$ cat src/rtl/instr_adder_la_pkg.sv
// Shared types and constants for the adder logic-analyser driver.
// State encoding, LA control bit positions, default settle time.
package instr_adder_la_pkg;

  typedef enum logic [2:0] {
    ST_IDLE,
    ST_LOAD,
    ST_RUN,
    ST_SETTLE,
    ST_CAPTURE,
    ST_RESP
  } state_e;

  localparam int CTRL_RUN   = 0;
  localparam int CTRL_CLEAR = 1;
  localparam int SETTLE_DEF = 2;

endpackage

$ cat src/rtl/instr_adder_la_driver_counter.sv
// Down-counter used for the run window and the settle delay.
// Loads a value, decrements on request, flags zero.
module la_window_counter #(
  parameter int W = 16
) (
  input  logic         clk_i,
  input  logic         rst_ni,
  input  logic         load_i,
  input  logic [W-1:0] load_val_i,
  input  logic         dec_i,
  output logic         zero_o
);

  logic [W-1:0] cnt_q;
  logic [W-1:0] cnt_d;

  assign zero_o = (cnt_q == '0);

  // next count: load wins, decrement saturates at zero
  always_comb begin
    cnt_d = cnt_q;
    if (load_i)
      cnt_d = load_val_i;
    else if (dec_i && !zero_o)
      cnt_d = cnt_q - W'(1);
  end

  // count register
  always_ff @(posedge clk_i or negedge rst_ni) begin
    if (!rst_ni)
      cnt_q <= '0;
    else
      cnt_q <= cnt_d;
  end

endmodule

$ cat src/rtl/instr_adder_la_driver.sv
// Drives an instrumented adder through its LA pins:
// load operands, clear, run a window, settle, capture result.
module instr_adder_la_driver
  import instr_adder_la_pkg::*;
#(
  parameter int WIN_W  = 16,
  parameter int SETTLE = SETTLE_DEF
) (
  input  logic             wb_clk_i,
  input  logic             wb_rst_n,
  input  logic             active,
  input  logic             cmd_valid,
  output logic             cmd_ready,
  input  logic [31:0]      cmd_a,
  input  logic [31:0]      cmd_b,
  input  logic [WIN_W-1:0] cmd_window,
  output logic             rsp_valid,
  input  logic             rsp_ready,
  output logic [31:0]      rsp_sum,
  output logic [31:0]      rsp_count,
  output logic             rsp_err,
  output logic             rsp_abort,
  output logic [31:0]      la_ctrl_out,
  output logic [31:0]      la_a_out,
  output logic [31:0]      la_b_out,
  output logic [31:0]      la_oenb_out,
  input  logic [31:0]      la_count_in,
  input  logic [31:0]      la_sum_in
);

  localparam int SET_M1 = (SETTLE > 0) ? SETTLE - 1 : 0;

  state_e state_q, state_d;

  logic [31:0]      a_q, b_q;
  logic [31:0]      sum_q, count_q;
  logic             err_q, abort_q;
  logic             init_q;
  logic             hs, abort, zero;
  logic             ld, dec;
  logic [WIN_W-1:0] ld_val, win_m1;

  assign hs     = cmd_valid & cmd_ready;
  assign win_m1 = (cmd_window == '0) ? '0
                : cmd_window - WIN_W'(1);
  assign abort  = !active &&
                  (state_q == ST_LOAD ||
                   state_q == ST_RUN  ||
                   state_q == ST_SETTLE);

  // counter control: window on handshake, settle at end of run
  always_comb begin
    ld     = 1'b0;
    ld_val = win_m1;
    dec    = 1'b0;
    if (hs) begin
      ld = 1'b1;
    end else if (state_q == ST_RUN && zero) begin
      ld     = 1'b1;
      ld_val = WIN_W'(SET_M1);
    end else if ((state_q == ST_RUN ||
                  state_q == ST_SETTLE) && !zero) begin
      dec = 1'b1;
    end
  end

  la_window_counter #(
    .W(WIN_W)
  ) u_cnt (
    .clk_i      (wb_clk_i),
    .rst_ni     (wb_rst_n),
    .load_i     (ld),
    .load_val_i (ld_val),
    .dec_i      (dec),
    .zero_o     (zero)
  );

  // state register
  always_ff @(posedge wb_clk_i or negedge wb_rst_n) begin
    if (!wb_rst_n)
      state_q <= ST_IDLE;
    else
      state_q <= state_d;
  end

  // next-state logic
  always_comb begin
    state_d = state_q;
    if (abort) begin
      state_d = ST_RESP;
    end else begin
      unique case (state_q)
        ST_IDLE:    if (hs) state_d = ST_LOAD;
        ST_LOAD:    state_d = ST_RUN;
        ST_RUN:     if (zero) state_d = (SETTLE == 0) ?
                                ST_CAPTURE : ST_SETTLE;
        ST_SETTLE:  if (zero) state_d = ST_CAPTURE;
        ST_CAPTURE: state_d = ST_RESP;
        ST_RESP:    if (rsp_ready) state_d = ST_IDLE;
        default:    state_d = ST_IDLE;
      endcase
    end
  end

  // outputs decoded from state
  always_comb begin
    la_ctrl_out = '0;
    unique case (1'b1)
      state_q == ST_LOAD: la_ctrl_out[CTRL_CLEAR] = 1'b1;
      state_q == ST_RUN:  la_ctrl_out[CTRL_RUN]   = 1'b1;
      default: ;
    endcase
  end

  assign cmd_ready   = init_q && active &&
                       (state_q == ST_IDLE);
  assign rsp_valid   = (state_q == ST_RESP);
  assign la_a_out    = a_q;
  assign la_b_out    = b_q;
  assign la_oenb_out = '0;
  assign rsp_sum     = sum_q;
  assign rsp_count   = count_q;
  assign rsp_err     = err_q;
  assign rsp_abort   = abort_q;

  // operand latch, response capture, reset-release flag
  always_ff @(posedge wb_clk_i or negedge wb_rst_n) begin
    if (!wb_rst_n) begin
      init_q  <= 1'b0;
      a_q     <= '0;
      b_q     <= '0;
      sum_q   <= '0;
      count_q <= '0;
      err_q   <= 1'b0;
      abort_q <= 1'b0;
    end else begin
      init_q <= 1'b1;
      if (hs) begin
        a_q <= cmd_a;
        b_q <= cmd_b;
      end
      if (abort) begin
        sum_q   <= '0;
        count_q <= '0;
        err_q   <= 1'b0;
        abort_q <= 1'b1;
      end else if (state_q == ST_CAPTURE) begin
        sum_q   <= la_sum_in;
        count_q <= la_count_in;
        err_q   <= (la_sum_in != a_q + b_q);
        abort_q <= 1'b0;
      end
    end
  end

endmodule

$ cat config.mk
export PLATFORM = sky130hd
export DESIGN_NAME = instr_adder_la_driver
export DESIGN_NICKNAME = d
export VERILOG_FILES = /design/src/rtl/instr_adder_la_pkg.sv /design/src/rtl/instr_adder_la_driver_counter.sv /design/src/rtl/instr_adder_la_driver.sv
export SDC_FILE = /design/constraint.sdc
export NUM_CORES = 1
export LEC_CHECK = 0
export ABC_AREA = 1
export CAP_MARGIN = 20
export CORE_UTILIZATION = 25
export DETAILED_ROUTE_END_ITERATION = 8
export GPL_ROUTABILITY_DRIVEN = 1
export MAX_ROUTING_LAYER = met4
export PLACE_DENSITY = 0.58
export SYNTH_ARGS = -nofsm -noshare
export SYNTH_HDL_FRONTEND = slang
export SYNTH_HIERARCHICAL = 1
export SYNTH_SLANG_ARGS = --single-unit
$ cat constraint.sdc
create_clock -name wb_clk_i -period 3.45 [get_ports wb_clk_i]
set_clock_uncertainty 0.1 [all_clocks]
set_input_delay 0.5175 -clock wb_clk_i [delete_from_list [all_inputs] [get_ports wb_clk_i]]
set_output_delay 0.5175 -clock wb_clk_i [all_outputs]
set_load 0.01 [all_outputs]
# Word-level counts from Yosys, hierarchy flattened
# Cells that the tools add are included.
[totals] out_inout_bits=196 word_cells=66 inputBits=149 ff_bits=150
[classes] eq_ne=10 n_reduce_logical=17 n_addsub=3 bitwise_logic=1 muxes=26
[op_table] operator="two-way mux 32 bit" count=4
[op_table] operator="two-way mux 16 bit" count=5
[op_table] operator="adder 32 bit" count=1
[op_table] operator="logical NOT 16 bit" count=2
[op_table] operator="inequality test 32 bit" count=1
[op_table] operator="subtractor 16 x 1 -> 16 bit, second input constant" count=2
[op_table] operator="case mux 3 bit (6 select lines)" count=1
[op_table] operator="two-way mux 3 bit" count=5
[op_table] operator="two-way mux 1 bit" count=11
[op_table] operator="equality test 3 x 2 -> 1 bit, second input constant" count=2
[op_table] operator="equality test 3 bit, second input constant" count=2
[op_table] operator="logical AND 1 bit" count=6
[op_table] operator="inequality test 3 x 2 -> 1 bit, second input constant" count=2
[op_table] operator="AND reduction 4 bit" count=1
[op_table] operator="nonzero test 2 bit" count=2
[op_table] operator="equality test 3 x 1 -> 1 bit, second input constant" count=1
[op_table] operator="logical NOT 3 bit" count=1
[op_table] operator="logical OR 1 bit" count=3
[op_table] operator="inequality test 3 x 1 -> 1 bit, second input constant" count=1
[op_table] operator="inequality test 3 bit, second input constant" count=1
[op_table] operator="logical NOT 1 bit" count=2
[op_table] operator="bitwise AND 1 bit" count=1

# Logic depth before layout (Yosys ltp)
[depth] word_depth=9 depth_mapped=21 ltp_nobuf=21

# By module
# The synthesis kept the hierarchy.
[modules_own_cells] module="instr_adder_la_driver" cells_per_inst=1247 instances=1 seq_area_each_um2=3353.2 area_each_um2=8911.0
[modules_own_cells] module="la_window_counter" cells_per_inst=181 instances=1 seq_area_each_um2=400.4 area_each_um2=1222.4

# Worst setup path after synthesis
# Ideal clock, no wire load.
[synth_path] kind="reg2reg" from="register u_cnt.cnt_q[0]" to="register u_cnt.cnt_q[14]" period_less_slack_ns=2.788 n_path_buf=1 slack_ns=0.662 arrival_time_ns=2.569 path_stages_with_launch=16 t_required_ns=3.231 setup_ns=0.119 cell_sequence="dfrtp_1 -> inv_1 -> ha_1 -> inv_1 -> nor2_1 -> nand3_1 -> nor2_2 -> nand2_1 -> nor4_1 -> nand2_1 -> nand2_1 -> clkbuf_1 -> nor2_1 -> or2_2 -> nand3_1 -> nand2_1"
[synth_via] elab_cells_between_ends=16 classes_between="add/sub (1); mux (9); reduce/logical (6)"
[synth_rtl] item="start, declared" line="instr_adder_la_driver_counter.sv:14" source="logic [W-1:0] cnt_q;"
[synth_rtl] item="start signal, assigned" line="instr_adder_la_driver_counter.sv:33" source="cnt_q <= cnt_d;"
[synth_rtl] item="logical NOT 16 bit" line="instr_adder_la_driver_counter.sv:17" source="assign zero_o = (cnt_q == '0);"
[synth_rtl] item="named net zero" line="instr_adder_la_driver.sv:39" source="logic hs, abort, zero;"
[synth_rtl] item="logical AND 1 bit" line="instr_adder_la_driver.sv:58" source="end else if (state_q == ST_RUN && zero) begin"
[synth_rtl] item="two-way mux 16 bit" line="instr_adder_la_driver.sv:58"
[synth_rtl] item="two-way mux 16 bit" line="instr_adder_la_driver.sv:56" source="if (hs) begin"
[synth_rtl] item="named net ld_val[14]" line="instr_adder_la_driver.sv:41" source="logic [WIN_W-1:0] ld_val, win_m1;"
[synth_rtl] item="two-way mux 16 bit" line="instr_adder_la_driver_counter.sv:22" source="if (load_i)"
# The timed path passes the listed nets, and every way through them passes these cells. The select of a mux whose other input is x is not followed.
# A chain may end at the register's enable or synchronous reset.

# Worst setup path after layout
[layout_path] from="register u_cnt.cnt_q[0]" to="register u_cnt.cnt_q[15]"
[layout_via] elab_cells_between_ends=16 classes_between="add/sub (1); mux (9); reduce/logical (6)"
[layout_rtl] item="logical NOT 16 bit *" line="instr_adder_la_driver_counter.sv:17"
[layout_rtl] item="named net zero" line="instr_adder_la_driver.sv:39"
[layout_rtl] item="logical AND 1 bit *" line="instr_adder_la_driver.sv:58"
[layout_rtl] item="two-way mux 1 bit *" line="instr_adder_la_driver.sv:58"
[layout_rtl] item="two-way mux 1 bit *" line="instr_adder_la_driver.sv:56"
[layout_rtl] item="named net ld" line="instr_adder_la_driver.sv:40" source="logic ld, dec;"
[layout_rtl] item="two-way mux 16 bit / nonzero test 2 bit (equally long branches)"
# The timed path passes the listed nets; every way through them passes the cells marked *. The select of a mux whose other input is x is not followed.

==> impl_metrics.toml <==
[status]
outcome = "completed"

[timing]
setup_viol = 0
setup_tns_ps = 0
max_freq_ghz = 0.3402
tightestPinTransition_ps = 795.5
layout_min_cycle_time_ps = 2939
max-slew-margin-rel_pct = 46.97
rsz0062_at_grt = "no"
hold_violations = 0
post-route-period-util_pct = 85.19
maxSlewViolCount = 0

[cts]
cts_buffers = 17
cts_resized = 0
cts_hold_buffers = 0
clock_latency_ps = 440
clockBufferDepth = 2
htreeDepth = 4
clk_pin_slew_ps = 70
cts_tree = "yes"
clock_sinks = 150
cts-root-buf = "clkbuf_16"
post_cts_buffers = 0

[floorplan]
io_pins = 345
dieArea_um2 = 41340
core-area_um2 = 39820
die_w_um = 203.3
row_count = 73
start_util_pct = 25.45
die_y_um = 203.3

[worst_setup_path]
ff2ff_path_depth = 16
crit_path_end_kind = "flip-flop"
cp.required_ps = 3690
critical_path_class = "flip-flop to flip-flop"
regToRegSetupSlack_ps = 510
slowest_delay_ps = 390
crit_family = "simple AND/OR/NAND/NOR gates"
path_cells = "inv_1 -> ha_1 -> inv_1 -> nor2_1 -> nand3_1 -> nor2_2 -> nand2_1 -> nor4_1 -> nand2_1 -> nand2_1 -> inv_1 -> buf_4 -> nand3b_1 -> nand2_1 -> inv_1 -> nand2_1"
path_max_fanout = 12
cp-start-kind = "flip-flop"
critPathMostFrequentCell = "nand2_1"
slowest_stage = "dfrtp_1"
worst_ep_arrival_time_ps = 3180
reg2reg_from = "u_cnt/cnt_q[0]"
r2r_end = "u_cnt/cnt_q[15]"
cp_num_buf_inv = 5

[logic_synthesis]
syn_inst = 1428
yosysWarnings = 6
syn_avg_cell_area_um2 = 7.096
ys_ff_latch = 150
synthFlopType = "dfrtp_1"
synthArstFlopShare_pct = 100.0
netlist_area_um2 = 10130
synth_cell_types = 45
ys_seq_area_share_pct = 37.04
synth-edff-count = 0

[run]
max_cap_viol_count = 0

[detailed_routing]
wl_mm = 34.84
dr.pass1.iters = 5
drtAntennaViolNets = 0
drt-vias-per-instance = 4.336
vias = 9744
wl_per_cell_um = 15.50
dr.first_iter.drc_count = 518
drc = 0

[finish]
n_fill_cell = 4216
finalNonFillerCells = 2247
syn2layout_area_growth_pct = 38.16
drive_gt1_share_pct = 7.607
nets = 1894
antenna_cells = 0
post-route-util_pct = 35.16

[place]
globalplace.congestion = 0.9396
port_buffers = 282
dp_hpwl_mm = 27.98
dp_cells = 2216

[global_route]
grt_first_pass_wirelength_mm = 54.06
grt_pass1_vias = 9754
grt_antenna_before_repair = 0
grt_max_degree = 76
globalRouteOverflowTotal = 0
grt_usage_pct = 17.64

[worst_hold_path]
hold_class = "primary input to asynchronous set/reset pin"

[power_and_ir_drop]
p_leak_nw = 7.164
ir_drop_v = 0.0003490
p_total_mw = 12.14
power_density_nw_per_um2 = 867.3
## synth_stat cells (all sizes together), types with 2 or more instances
library cell  count  area share, %
nand2           589             23
inv             166            6.1
dfrtp           150             37
nor2            112            4.9
nand3            89            4.8
buf              71            5.2
a22o             49            4.2
ha               34            4.2
o21ai            29            1.4
a21oi            26            1.4
clkbuf           24           0.93
xnor2            18            1.6
xor2             17            1.5
nand4            13           0.80
nor3             11           0.96
nand3b            7           0.52
or2               4           0.27
o21bai            3           0.26
a21o              2           0.15
and2              2           0.12
and3              2           0.12
conb              2          0.074
nor4              2           0.12
## cells by family after synthesis
| family | count (synthesis) | share of synthesized area (%) |
|---|---|---|
| other cells | 2 | 0.07411 |
| xor+xnor | 35 | 3.025 |
| flops | 150 | 37.04 |
| fa+ha+maj | 35 | 4.396 |
| buf+inv | 262 | 12.30 |
| simple gates | 832 | 35.44 |
| compound gates | 112 | 7.729 |
## sequential cells by signal (all words and copies together) (netlist names)
signal	count
la_a_out	32
la_b_out	32
rsp_count	32
rsp_sum	32
u_cnt/cnt_q	16
state_q	3
init_q	1
rsp_abort	1
rsp_err	1
## area by class of cell
type | instances | area [um2] | share of cell area, %
multi-input combinational | 1077 | 5380 | 38.43
sequential | 150 | 3754 | 26.81
timing repair buffer | 297 | 2949 | 21.06
tap | 525 | 656.9 | 4.692
inverter | 167 | 626.9 | 4.477
clock buffer | 19 | 442.9 | 3.164
clock inverter | 12 | 191.4 | 1.367
## cell usage in the layout, fill, tap and decap left out, types with 3 or more instances in the layout
master           count
nor2_4               9
inv_2               15
xnor2_1             18
nand2_2             26
nand2_1            559
o21ai_1              3
a22o_1              49
nand3_1             81
clkbuf_16           17
clkdlybuf4s50_1    281
nand3_2              8
o21ai_0             26
a21oi_2              4
nor3_2               4
a21oi_1             22
xor2_1              17
buf_4               14
inv_1              151
dfrtp_1            150
bufinv_16            4
ha_1                34
nand3b_1             7
conb_1              63
nand4_1             13
nor2_2               8
nor2_1              95
nand2_4              4
nor3_1               5
inv_6                4
## power by group
part / leakage (nW) / internal (mW) / switching [mW]
Sequential: 1.94 / 2.43 / 0.625
Combinational: 4.91 / 2.95 / 4.05
Clock: 0.313 / 1.25 / 0.844
Total: 7.16 / 6.63 / 5.52
## how the worst max path moves through the flow
stage | depth (start not counted) | slack, ps | from | end
after detailed placement | 16 | 520 | u_cnt/cnt_q[0] | u_cnt/cnt_q[15]
after global routing | 16 | 120 | u_cnt/cnt_q[0] | u_cnt/cnt_q[15]
final | 16 | 510 | u_cnt/cnt_q[0] | u_cnt/cnt_q[15]
after CTS | 16 | 490 | u_cnt/cnt_q[0] | u_cnt/cnt_q[15]
after floorplan | 15 | 660 | u_cnt/cnt_q[0] | u_cnt/cnt_q[14]
after global placement | 16 | 590 | u_cnt/cnt_q[0] | u_cnt/cnt_q[4]
## stage by stage
| step | instance area, um2 | hold slack [ps] | worst slack, ps |
|---|---|---|---|
| finish | 14000 | 15.47 | 510.9 |
| global route | 14000 | 59.60 | 116.9 |
| CTS | 14000 | 28.32 | 485.4 |
| detailed placement | 13370 | 361.2 | 522.1 |
| global placement | 13370 | 358.7 | 593.0 |
| floorplan | 10360 | 121.9 | 662.2 |
## layer usage
metal	up-vias	part of all wire (%)	global-route usage [%]
met3	28	5.9	3.899
met5	-	0	-
met1	4494	45	22.07
met4	0	1.6	4.860
li1	4924	-	-
met2	298	47	28.51
No activity file was read; power rests on OpenSTA's default activity.
